<file path="src/rtl/apb_master_bridge_pkg.sv">
// apb_master_bridge_pkg
// Shared definitions for the APB master bridge:
//   - default address/data widths, which match the register slave's macro widths
//   - the bridge state encoding (IDLE=0, SETUP=1, ACCESS=2, RDCAP=3, RESP=4)
//   - a helper that tells whether a state can accept a new command
package apb_master_bridge_pkg;

    localparam int ADDR_W_DEF = 8;
    localparam int DATA_W_DEF = 8;

    typedef enum logic [2:0] {
        ST_IDLE   = 3'd0,
        ST_SETUP  = 3'd1,
        ST_ACCESS = 3'd2,
        ST_RDCAP  = 3'd3,
        ST_RESP   = 3'd4
    } state_e;

    // Commands are taken while idle and also in the response cycle, so that
    // back-to-back transfers have no idle gap.
    function automatic logic can_accept(state_e s);
        return (s == ST_IDLE) || (s == ST_RESP);
    endfunction

endpackage

</file>
<file path="src/rtl/apb_master_bridge_if.sv">
// apb_master_bridge_if
// Bundles the host command/response handshake and the APB bus of the bridge.
//   cmd_valid/cmd_ready/cmd_write/cmd_addr/cmd_wdata : host command
//   rsp_valid/rsp_err/rsp_rdata                       : one-cycle response
//   paddr/pwdata/pwrite/psel/penable                  : APB requester outputs
//   prdata (DATA_W+1 wide, msb ignored)/pready         : APB completer inputs
// Modports: master = bridge view, slave = host + APB completer view.
interface apb_master_bridge_if
    import apb_master_bridge_pkg::*;
#(
    parameter int ADDR_W = ADDR_W_DEF,
    parameter int DATA_W = DATA_W_DEF
);
    logic              cmd_valid;
    logic              cmd_ready;
    logic              cmd_write;
    logic [ADDR_W-1:0] cmd_addr;
    logic [DATA_W-1:0] cmd_wdata;
    logic              rsp_valid;
    logic              rsp_err;
    logic [DATA_W-1:0] rsp_rdata;
    logic [ADDR_W-1:0] paddr;
    logic [DATA_W-1:0] pwdata;
    logic              pwrite;
    logic              psel;
    logic              penable;
    logic [DATA_W:0]   prdata;
    logic              pready;

    modport master (
        input  cmd_valid, cmd_write, cmd_addr, cmd_wdata, prdata, pready,
        output cmd_ready, rsp_valid, rsp_err, rsp_rdata,
               paddr, pwdata, pwrite, psel, penable
    );

    modport slave (
        output cmd_valid, cmd_write, cmd_addr, cmd_wdata, prdata, pready,
        input  cmd_ready, rsp_valid, rsp_err, rsp_rdata,
               paddr, pwdata, pwrite, psel, penable
    );
endinterface

</file>
<file path="src/rtl/apb_wait_timer.sv">
// apb_wait_timer
// Counts APB wait-state cycles and flags when the current ACCESS cycle is the
// last one allowed before the transfer is aborted.
//   clk, reset : clock, asynchronous active-high reset
//   clear      : restart the count (asserted in SETUP, just before ACCESS)
//   count_en   : one more wait cycle elapsed (ACCESS with pready low)
//   expired    : the current ACCESS cycle is the TIMEOUT-th one
module apb_wait_timer #(
    parameter int TIMEOUT = 16
) (
    input  logic clk,
    input  logic reset,
    input  logic clear,
    input  logic count_en,
    output logic expired
);
    localparam int CNT_W = $clog2(TIMEOUT + 1);
    localparam logic [CNT_W-1:0] LAST = CNT_W'(TIMEOUT - 1);

    logic [CNT_W-1:0] cnt;

    // cnt holds the number of completed wait cycles, so during the k-th
    // ACCESS cycle it reads k-1; it saturates at LAST.
    always_ff @(posedge clk or posedge reset) begin
        if (reset) begin
            cnt <= '0;
        end else if (clear) begin
            cnt <= '0;
        end else if (count_en && (cnt != LAST)) begin
            cnt <= cnt + 1'b1;
        end
    end

    assign expired = (cnt == LAST);
endmodule

</file>
<file path="src/rtl/apb_master_bridge.sv">
// apb_master_bridge
// Turns valid/ready commands into APB SETUP/ACCESS transfers and returns a
// one-cycle response carrying read data or a timeout error. The completer's
// read data is registered, so reads pass through an extra capture state.
//   clk, reset : clock, asynchronous active-high reset
//   bus        : command/response handshake and APB bus (master modport)
module apb_master_bridge
    import apb_master_bridge_pkg::*;
#(
    parameter int ADDR_W  = ADDR_W_DEF,
    parameter int DATA_W  = DATA_W_DEF,
    parameter int TIMEOUT = 16
) (
    input  logic                 clk,
    input  logic                 reset,
    apb_master_bridge_if.master  bus
);
    state_e            state;
    state_e            next_state;
    logic              accept;
    logic              timeout;
    logic              expired;
    logic [ADDR_W-1:0] addr_q;
    logic [DATA_W-1:0] wdata_q;
    logic              write_q;
    logic [DATA_W-1:0] rdata_q;
    logic              err_q;
    logic              psel_q;
    logic              penable_q;
    logic              rsp_valid_q;
    logic              unused_prdata_msb;

    assign unused_prdata_msb = bus.prdata[DATA_W];

    assign accept  = can_accept(state) && bus.cmd_valid;
    assign timeout = (state == ST_ACCESS) && !bus.pready && expired;

    apb_wait_timer #(
        .TIMEOUT (TIMEOUT)
    ) u_timer (
        .clk      (clk),
        .reset    (reset),
        .clear    (state == ST_SETUP),
        .count_en ((state == ST_ACCESS) && !bus.pready),
        .expired  (expired)
    );

    always_ff @(posedge clk or posedge reset) begin
        if (reset) begin
            state <= ST_IDLE;
        end else begin
            state <= next_state;
        end
    end

    always_comb begin
        next_state = state;
        case (state)
            ST_IDLE:   if (accept) next_state = ST_SETUP;
            ST_SETUP:  next_state = ST_ACCESS;
            ST_ACCESS: begin
                if (bus.pready) begin
                    next_state = write_q ? ST_RESP : ST_RDCAP;
                end else if (expired) begin
                    next_state = ST_RESP;
                end
            end
            ST_RDCAP:  next_state = ST_RESP;
            ST_RESP:   next_state = accept ? ST_SETUP : ST_IDLE;
            default:   next_state = ST_IDLE;
        endcase
    end

    // Bus controls are registered from next_state so they change on the same
    // edge as the state and an asynchronous reset drops them at once.
    always_ff @(posedge clk or posedge reset) begin
        if (reset) begin
            psel_q      <= 1'b0;
            penable_q   <= 1'b0;
            rsp_valid_q <= 1'b0;
            addr_q      <= '0;
            wdata_q     <= '0;
            write_q     <= 1'b0;
            rdata_q     <= '0;
            err_q       <= 1'b0;
        end else begin
            psel_q      <= (next_state == ST_SETUP) || (next_state == ST_ACCESS);
            penable_q   <= (next_state == ST_ACCESS);
            rsp_valid_q <= (next_state == ST_RESP);
            if (accept) begin
                addr_q  <= bus.cmd_addr;
                wdata_q <= bus.cmd_wdata;
                write_q <= bus.cmd_write;
            end
            // Leaving ACCESS: a write or an abort reports zero data; a read
            // overwrites it in RDCAP.
            if ((state == ST_ACCESS) && (next_state != ST_ACCESS)) begin
                err_q   <= timeout;
                rdata_q <= '0;
            end
            if (state == ST_RDCAP) begin
                rdata_q <= bus.prdata[DATA_W-1:0];
            end
        end
    end

    assign bus.cmd_ready = can_accept(state) && !reset;
    assign bus.psel      = psel_q;
    assign bus.penable   = penable_q;
    assign bus.rsp_valid = rsp_valid_q;
    assign bus.rsp_err   = rsp_valid_q && err_q;
    assign bus.rsp_rdata = rsp_valid_q ? rdata_q : '0;
    assign bus.paddr     = addr_q;
    assign bus.pwdata    = wdata_q;
    assign bus.pwrite    = write_q;
endmodule

</file>
<file path="src/flat_wrapper.sv">
// flat-port wrapper written by rule: the top's interface ports become plain ports
module apb_master_bridge_flat import apb_master_bridge_pkg::*;
#(
    parameter int ADDR_W  = ADDR_W_DEF,
    parameter int DATA_W  = DATA_W_DEF,
    parameter int TIMEOUT = 16
)
  (clk, reset, bus_cmd_valid, bus_cmd_write, bus_cmd_addr, bus_cmd_wdata, bus_prdata, bus_pready, bus_cmd_ready, bus_rsp_valid, bus_rsp_err, bus_rsp_rdata, bus_paddr, bus_pwdata, bus_pwrite, bus_psel, bus_penable);
  apb_master_bridge_if #(.ADDR_W(ADDR_W), .DATA_W(DATA_W)) bus_i ();
  input  logic clk;
  input  logic reset;
  input wire logic [$bits(bus_i.cmd_valid)-1:0] bus_cmd_valid;
  input wire logic [$bits(bus_i.cmd_write)-1:0] bus_cmd_write;
  input wire logic [$bits(bus_i.cmd_addr)-1:0] bus_cmd_addr;
  input wire logic [$bits(bus_i.cmd_wdata)-1:0] bus_cmd_wdata;
  input wire logic [$bits(bus_i.prdata)-1:0] bus_prdata;
  input wire logic [$bits(bus_i.pready)-1:0] bus_pready;
  output wire logic [$bits(bus_i.cmd_ready)-1:0] bus_cmd_ready;
  output wire logic [$bits(bus_i.rsp_valid)-1:0] bus_rsp_valid;
  output wire logic [$bits(bus_i.rsp_err)-1:0] bus_rsp_err;
  output wire logic [$bits(bus_i.rsp_rdata)-1:0] bus_rsp_rdata;
  output wire logic [$bits(bus_i.paddr)-1:0] bus_paddr;
  output wire logic [$bits(bus_i.pwdata)-1:0] bus_pwdata;
  output wire logic [$bits(bus_i.pwrite)-1:0] bus_pwrite;
  output wire logic [$bits(bus_i.psel)-1:0] bus_psel;
  output wire logic [$bits(bus_i.penable)-1:0] bus_penable;
  assign bus_i.cmd_valid = bus_cmd_valid;
  assign bus_i.cmd_write = bus_cmd_write;
  assign bus_i.cmd_addr = bus_cmd_addr;
  assign bus_i.cmd_wdata = bus_cmd_wdata;
  assign bus_i.prdata = bus_prdata;
  assign bus_i.pready = bus_pready;
  assign bus_cmd_ready = bus_i.cmd_ready;
  assign bus_rsp_valid = bus_i.rsp_valid;
  assign bus_rsp_err = bus_i.rsp_err;
  assign bus_rsp_rdata = bus_i.rsp_rdata;
  assign bus_paddr = bus_i.paddr;
  assign bus_pwdata = bus_i.pwdata;
  assign bus_pwrite = bus_i.pwrite;
  assign bus_psel = bus_i.psel;
  assign bus_penable = bus_i.penable;
  apb_master_bridge #(.ADDR_W(ADDR_W), .DATA_W(DATA_W), .TIMEOUT(TIMEOUT)) u_core (.clk(clk), .reset(reset), .bus(bus_i));
endmodule
</file>
<file path="config.mk">
export PLATFORM = sky130hd
export DESIGN_NAME = apb_master_bridge_flat
export DESIGN_NICKNAME = d
export VERILOG_FILES = /design/src/rtl/apb_master_bridge_pkg.sv /design/src/rtl/apb_master_bridge_if.sv /design/src/rtl/apb_wait_timer.sv /design/src/rtl/apb_master_bridge.sv /design/src/flat_wrapper.sv
export SDC_FILE = /design/constraint.sdc
export NUM_CORES = 1
export LEC_CHECK = 0
export CAP_MARGIN = 20
export CORE_MARGIN = 1
export CORE_UTILIZATION = 44
export CTS_CLUSTER_DIAMETER = 60
export CTS_CLUSTER_SIZE = 40
export DETAILED_ROUTE_END_ITERATION = 6
export GPL_TIMING_DRIVEN = 1
export PLACE_DENSITY = 0.79
export SYNTH_ARGS = -nofsm -noshare
export SYNTH_HDL_FRONTEND = slang
export SYNTH_SLANG_ARGS = --single-unit
</file>
<file path="constraint.sdc">
create_clock -name clk -period 2.7 [get_ports clk]
set_clock_uncertainty 0.15 [all_clocks]
set_input_delay 0.54 -clock clk [delete_from_list [all_inputs] [get_ports clk]]
set_output_delay 0.54 -clock clk [all_outputs]
set_load 0.01 [all_outputs]
</file>
=== After elaboration in Yosys (flattened, before gate mapping) ===
Cells that the tools add are included.

* Input port bits: 30
* Register bits: 37
* Output and inout port bits: 30
* Word-level logic and storage cells: 46

* Equal/unequal tests: 10
* Mux-type cells: 11
* Reduce and logical (&&, ||, !) cells: 14
* Add/sub/neg operators: 1

{| class="wikitable"
|+ Operators by type and width
! operator !! number
|-
| 8-bit 2-to-1 mux || 3
|-
| 3-bit case mux with 5 select lines || 1
|-
| 3-bit 2-to-1 mux || 4
|-
| 5-bit 2-to-1 mux || 2
|-
| 3-bit by 2-bit == test with 1-bit output (second input constant) || 3
|-
| 1-bit logical AND || 7
|-
| 3-bit by 1-bit == test with 1-bit output (second input constant) || 2
|-
| 3-bit == test (second input constant) || 2
|-
| 5-bit by 1-bit adder with 5-bit output (second input constant) || 1
|-
| 5-bit by 4-bit == test with 1-bit output (second input constant) || 1
|-
| 5-bit by 4-bit != test with 1-bit output (second input constant) || 1
|-
| 2-bit nonzero test || 2
|-
| 3-bit zero test || 1
|-
| 3-bit by 2-bit != test with 1-bit output (second input constant) || 1
|-
| 1-bit zero test || 2
|-
| 1-bit logical OR || 2
|-
| 1-bit 2-to-1 mux || 1
|}

=== Longest topological paths before layout ===
* Depth in word-level cells: 9
* Depth in mapped cells: 8
* Mapped depth without buffers: 8

=== Cells and area by module ===
Synthesis repeated with hierarchy kept, for this count alone.

* Cells, all modules: 120
* Area total of the unflattened synthesis: 1,636.6 µm²

{| class="wikitable"
|+ Modules (own cells, without submodules)
! module !! cells an instance !! sequential area each (µm²) !! times used !! area each (µm²)
|-
| apb_master_bridge || 96 || 800.8 || 1 || 1,372.6
|-
| apb_wait_timer || 24 || 125.1 || 1 || 264.0
|}

=== Least setup slack after synthesis ===
No wires, ideal clock.

* Path type: reg2reg
* Start point: register u_core.u_timer.cnt[0]
* End point: register u_core.u_timer.cnt[1]
* Data arrival time: 1.852 ns
* Setup time: 0.125 ns
* Path buffers: 0
* Required time: 2.425 ns
* Setup slack: 0.574 ns
* Cell stages (with the launch flop): 7
* Clock period less this slack: 2.126 ns
* Path through: dfrtp_1 > ha_1 > and3_1 > ha_1 > o31a_1 > nor3_4 > mux2_2

* Longest elaborated chain between the ends: 3
* Elaborated cells on any way between the ends: 6
* Classes of those cells: 1 x add/sub; 1 x eq/ne; 2 x mux; 2 x reduce/logical

{| class="wikitable"
|+ Ends and longest elaborated chain
! item !! RTL line !! source
|-
| from (decl) || apb_wait_timer.sv:20 || <nowiki>logic [CNT_W-1:0] cnt;</nowiki>
|-
| from (signal assigned) || apb_wait_timer.sv:30 || <nowiki>cnt <= cnt + 1'b1;</nowiki>
|-
| 5-bit by 1-bit adder with 5-bit output / 5-bit by 4-bit != test with 1-bit output (equally long branches) || apb_wait_timer.sv:30, apb_wait_timer.sv:29 ||
|-
| 5-bit 2-to-1 mux / 1-bit logical AND (equally long branches) || apb_wait_timer.sv:29 || <nowiki>end else if (count_en && (cnt != LAST)) begin</nowiki>
|-
| 5-bit 2-to-1 mux / 2-bit nonzero test (equally long branches) || -- ||
|}

Several ways; a longest one is shown, not always the timed one. The select of a mux whose other input is x is not followed.
A chain may end at the register's enable or synchronous reset.

=== Worst setup path in the final report ===
* Start point: input reset
* End point: output bus_cmd_ready

* Longest elaborated chain between the ends: 2

{| class="wikitable"
|+ Ends and longest elaborated chain
! item !! RTL line !! source
|-
| from (decl) || flat_wrapper.sv:11 || <nowiki>input logic reset;</nowiki>
|-
| 1-bit zero test (no source line) || -- ||
|-
| 1-bit logical AND || apb_master_bridge.sv:107 || <nowiki>assign bus.cmd_ready = can_accept(state) && !reset;</nowiki>
|-
| to (decl) || flat_wrapper.sv:18 || <nowiki>output wire logic [$bits(bus_i.cmd_ready)-1:0] bus_cmd_ready;</nowiki>
|}

No other way between the ends.

==> results.md <==
- Result of the run: finished, final reports clean
- Sequential area share after synthesis: 56.8%
- Max Freq: 427 MHz
- TritonCTS clock tree: done
- Leakage: 1.03 nW
- Final Hold Fails: 0
- Max H-tree Level: 2
- Largest family of logic cells by synthesized area: simple AND/OR/NAND/NOR gates
- Crit Path Class: in -> out
- Share of cell area taken by muxes after synthesis: 13.1%
- Initial DRC Count: 20
- Final Instance Count excl. Fillers: 231
- Count of cell types in the netlist: 34
- Number of antenna violations at the first check in global routing: 0
- Input/output buffers: 58
- Final HPWL DP: 2690 microns
- Number of global-route vias before repair: 1370
- Global placer's final weighted congestion: 0.731
- CP Max Fanout: 2
- XOR/XNOR Fraction of Synth Area: 0%
- Wire length of the first global-routing pass: 6410 microns
- Non-Filler Cell Area, Final: 2370 sq um
- Worst Hold Margin: 0.345 ns
- TritonCTS Buffers: 5
- Min cycle time layout: 2.34 ns
- Number of gates resized after CTS: 0
- Critical Path Sink Type: primary output
- Power density cells: 1060 nW/um^2
- Detailed Routing Iterations Pass 1: 4
- Clock-pin slew reported for the worst setup and hold paths after clock tree synthesis: 0.07 ns
- Combined area of all synthesized cells: 1630 sq um
- Area share of fa/ha/maj cells after synthesis: 1.54%
- Final ANT Viol Nets: 0
- Setup crit start kind: primary input
- Horizontal die dimension: 62.8 microns
- Number of synthesized register bits: 37
- Buffer depth of the longest clock path: 2
- Critical path's slowest cell: sky130_fd_sc_hd__clkdlybuf4s50_1
- Post-Syn Area per Cell: 13.6 sq um
- Most used cells in the layout excluding fill and tap cells: 58 x sky130_fd_sc_hd__clkdlybuf4s50_1, 37 x sky130_fd_sc_hd__dfrtp_1, 19 x sky130_fd_sc_hd__mux2_2
- Highest ir drop seen on vdd: 0.000603 V
- Vias per cell: 5.29
- Ratio of cells with drive above 1 in the final layout: 21.6%
- Vertical extent of the die: 62.8 microns
- Pin count of the biggest net entering global routing: 18
- Final routed wire length divided by cell count: 16.0 microns
- Filler cells: 269
- Post-synthesis cell count: 120
- Register-to-register setup slack: 0.39 ns
- Initial cell density of the core: 47.3%
- CTS Hold Bufs: 0
- Required time of the worst setup path: 2.01 ns
- Final Slew Violations: 0
- Clk Latency, worst-skew pair: 0.29 ns
- Final net count: 217
- Via count: 1222
- Cell seen most often among critical-path stages: sky130_fd_sc_hd__clkdlybuf4s50_1
- Most common cell after layout, fill and taps aside: sky130_fd_sc_hd__clkdlybuf4s50_1
- Synth Area in Simple Gates: 13.3%
- Slew at the pin closest to its max-slew limit: 0.530 ns
- Number of placement rows: 21
- Io pins: 60
- Total setup buffers inserted after CTS: 0
- Antenna cell count: 0
- Fraction of the core area covered by cells at the end of the flow: 68.9%
- Area of placed instances: 2270 sq um
- Placed Cells: 224
- Chain of cells forming the critical path: clkdlybuf4s50_1 -> nor3_1 -> clkdlybuf4s50_1
- Synthesis Warnings: 0
- Total Wirelength: 3690 microns
- Area inside the core boundary: 3440 sq um
- Area growth, synth to finish: 45.5%
- Total negative slack: 0 ns
- Overall die area: 3950 sq um
- Max_cap viols: 0
- Synth Area in Compound Gates: 12.4%
- Final period util: 86.6%
- Combined global-route utilization of all metal layers: 21.6%
- Max transition margin: 64.6%
- Arrival time of data at the critical path endpoint: 1.65 ns
- GRT Residual Overflow: 0
- Setup repair after global routing missed its margin: false
- Number of design rule violations left after detail routing: 0
- Slowest cell delay on critical path: 0.55 ns
- Total nets after synthesis: 152
- Sink count of the clock tree: 37
- Final count of negative-setup-slack endpoints: 0
- Hold crit path type: reg -> reg
- Root buf cell: sky130_fd_sc_hd__clkbuf_8
==> worst paths after layout <==
| kind | to | depth (start not counted) | start |
|---|---|---|---|
| worst min-delay path | u_core.rdata_q[6]$_DFFE_PP0P_ | 1 | u_core.rdata_q[6]$_DFFE_PP0P_ |
| worst min register to register | u_core.rdata_q[6]$_DFFE_PP0P_ | 1 | u_core.rdata_q[6]$_DFFE_PP0P_ |
| max in group asynchronous | u_core.bus.pwdata[5]$_DFFE_PP0P_ | 3 | reset |
| worst max-delay path | bus_cmd_ready | 3 | reset |
| min in group asynchronous | u_core.rdata_q[5]$_DFFE_PP0P_ | 2 | reset |
| worst max register to register | u_core.u_timer.cnt[4]$_DFFE_PP0P_ | 6 | u_core.u_timer.cnt[0]$_DFFE_PP0P_ |
==> cells in the mapped netlist, drive strengths merged <==
library cell	n	area, sq um
dfrtp	37	926
mux2	19	214
and2	10	62.6
a22o	8	70.1
nor3	5	41.3
a21o	4	37.5
a21oi	4	23.8
buf	4	30.0
inv	4	15.0
nor2	4	15.0
nor3b	3	38.8
ha	2	25.0
nand2b	2	12.5
nand3	2	10.0
nor2b	2	12.5
a2bb2oi	1	8.76
a31o	1	8.76
a31oi	1	21.3
and2b	1	10.0
and3	1	6.26
o21ai	1	5.00
o31a	1	8.76
o31ai	1	7.51
o41a	1	11.3
or2b	1	7.51
==> metal layers <==
layer	GRT usage, %	part of all wire, %	wire length, microns	vias to the layer above
met5	0	0	0	-
met4	6.98	1.3	47	0
met3	8.94	7.6	281	6
met2	38.0	51	1890	44
met1	23.2	40	1480	613
li1	-	-	-	559
==> per-stage QoR <==
| step | worst slack (ns) | power (mW) |
|---|---|---|
| 3_5_place_dp | 0.277 | 2.06 |
| 2_1_floorplan | 0.574 | 1.56 |
| 5_1_grt | 0.293 | 2.66 |
| 3_3_place_gp | 0.301 | 2.01 |
| 6_report | 0.361 | 2.52 |
| 4_1_cts | 0.346 | 2.54 |
==> logic make-up (layout without fill, tap and decap cells) <==
logic type	count (synthesis)	count (layout)
DFF	37	37
and+or+nand+nor	31	31
AOI/OAI and AO/OA	23	23
muxes	19	19
buffers and inverters	8	73
adders and majority gates	2	2
==> state kept, by name, indices dropped and copies added (netlist names) <==
| register | flops |
|---|---|
| u_core.rdata_q | 8 |
| u_core.bus.psel | 1 |
| u_core.u_timer.cnt | 5 |
| u_core.bus.paddr | 8 |
| u_core.err_q | 1 |
| u_core.bus.penable | 1 |
| u_core.state | 3 |
| u_core.bus.pwdata | 8 |
| u_core.bus.rsp_valid | 1 |
| u_core.bus.pwrite | 1 |
==> report_power, final <==
group	total [mW]	internal [mW]	switching, mW
clock network	0.458	0.268	0.190
registers	0.948	0.779	0.169
logic	1.11	0.639	0.470
total	2.52	1.69	0.829
==> critical path: cells and delay by family <==
family	cells	cell delay, ns
buffers and inverters	2	0.97
AND/OR/NAND/NOR	1	0.14
==> cell type report <==
cell class | count | area, sq um | area share (%)
Clock buffer | 5 | 68.8 | 2.90
Inverter | 4 | 15.0 | 0.633
Multi-Input combinational cell | 75 | 658 | 27.8
Clock inverter | 2 | 35.0 | 1.48
Sequential cell | 37 | 926 | 39.1
Timing Repair Buffer | 62 | 611 | 25.8
Tap cell | 46 | 57.6 | 2.43
Power figures use the tool's default switching activity.
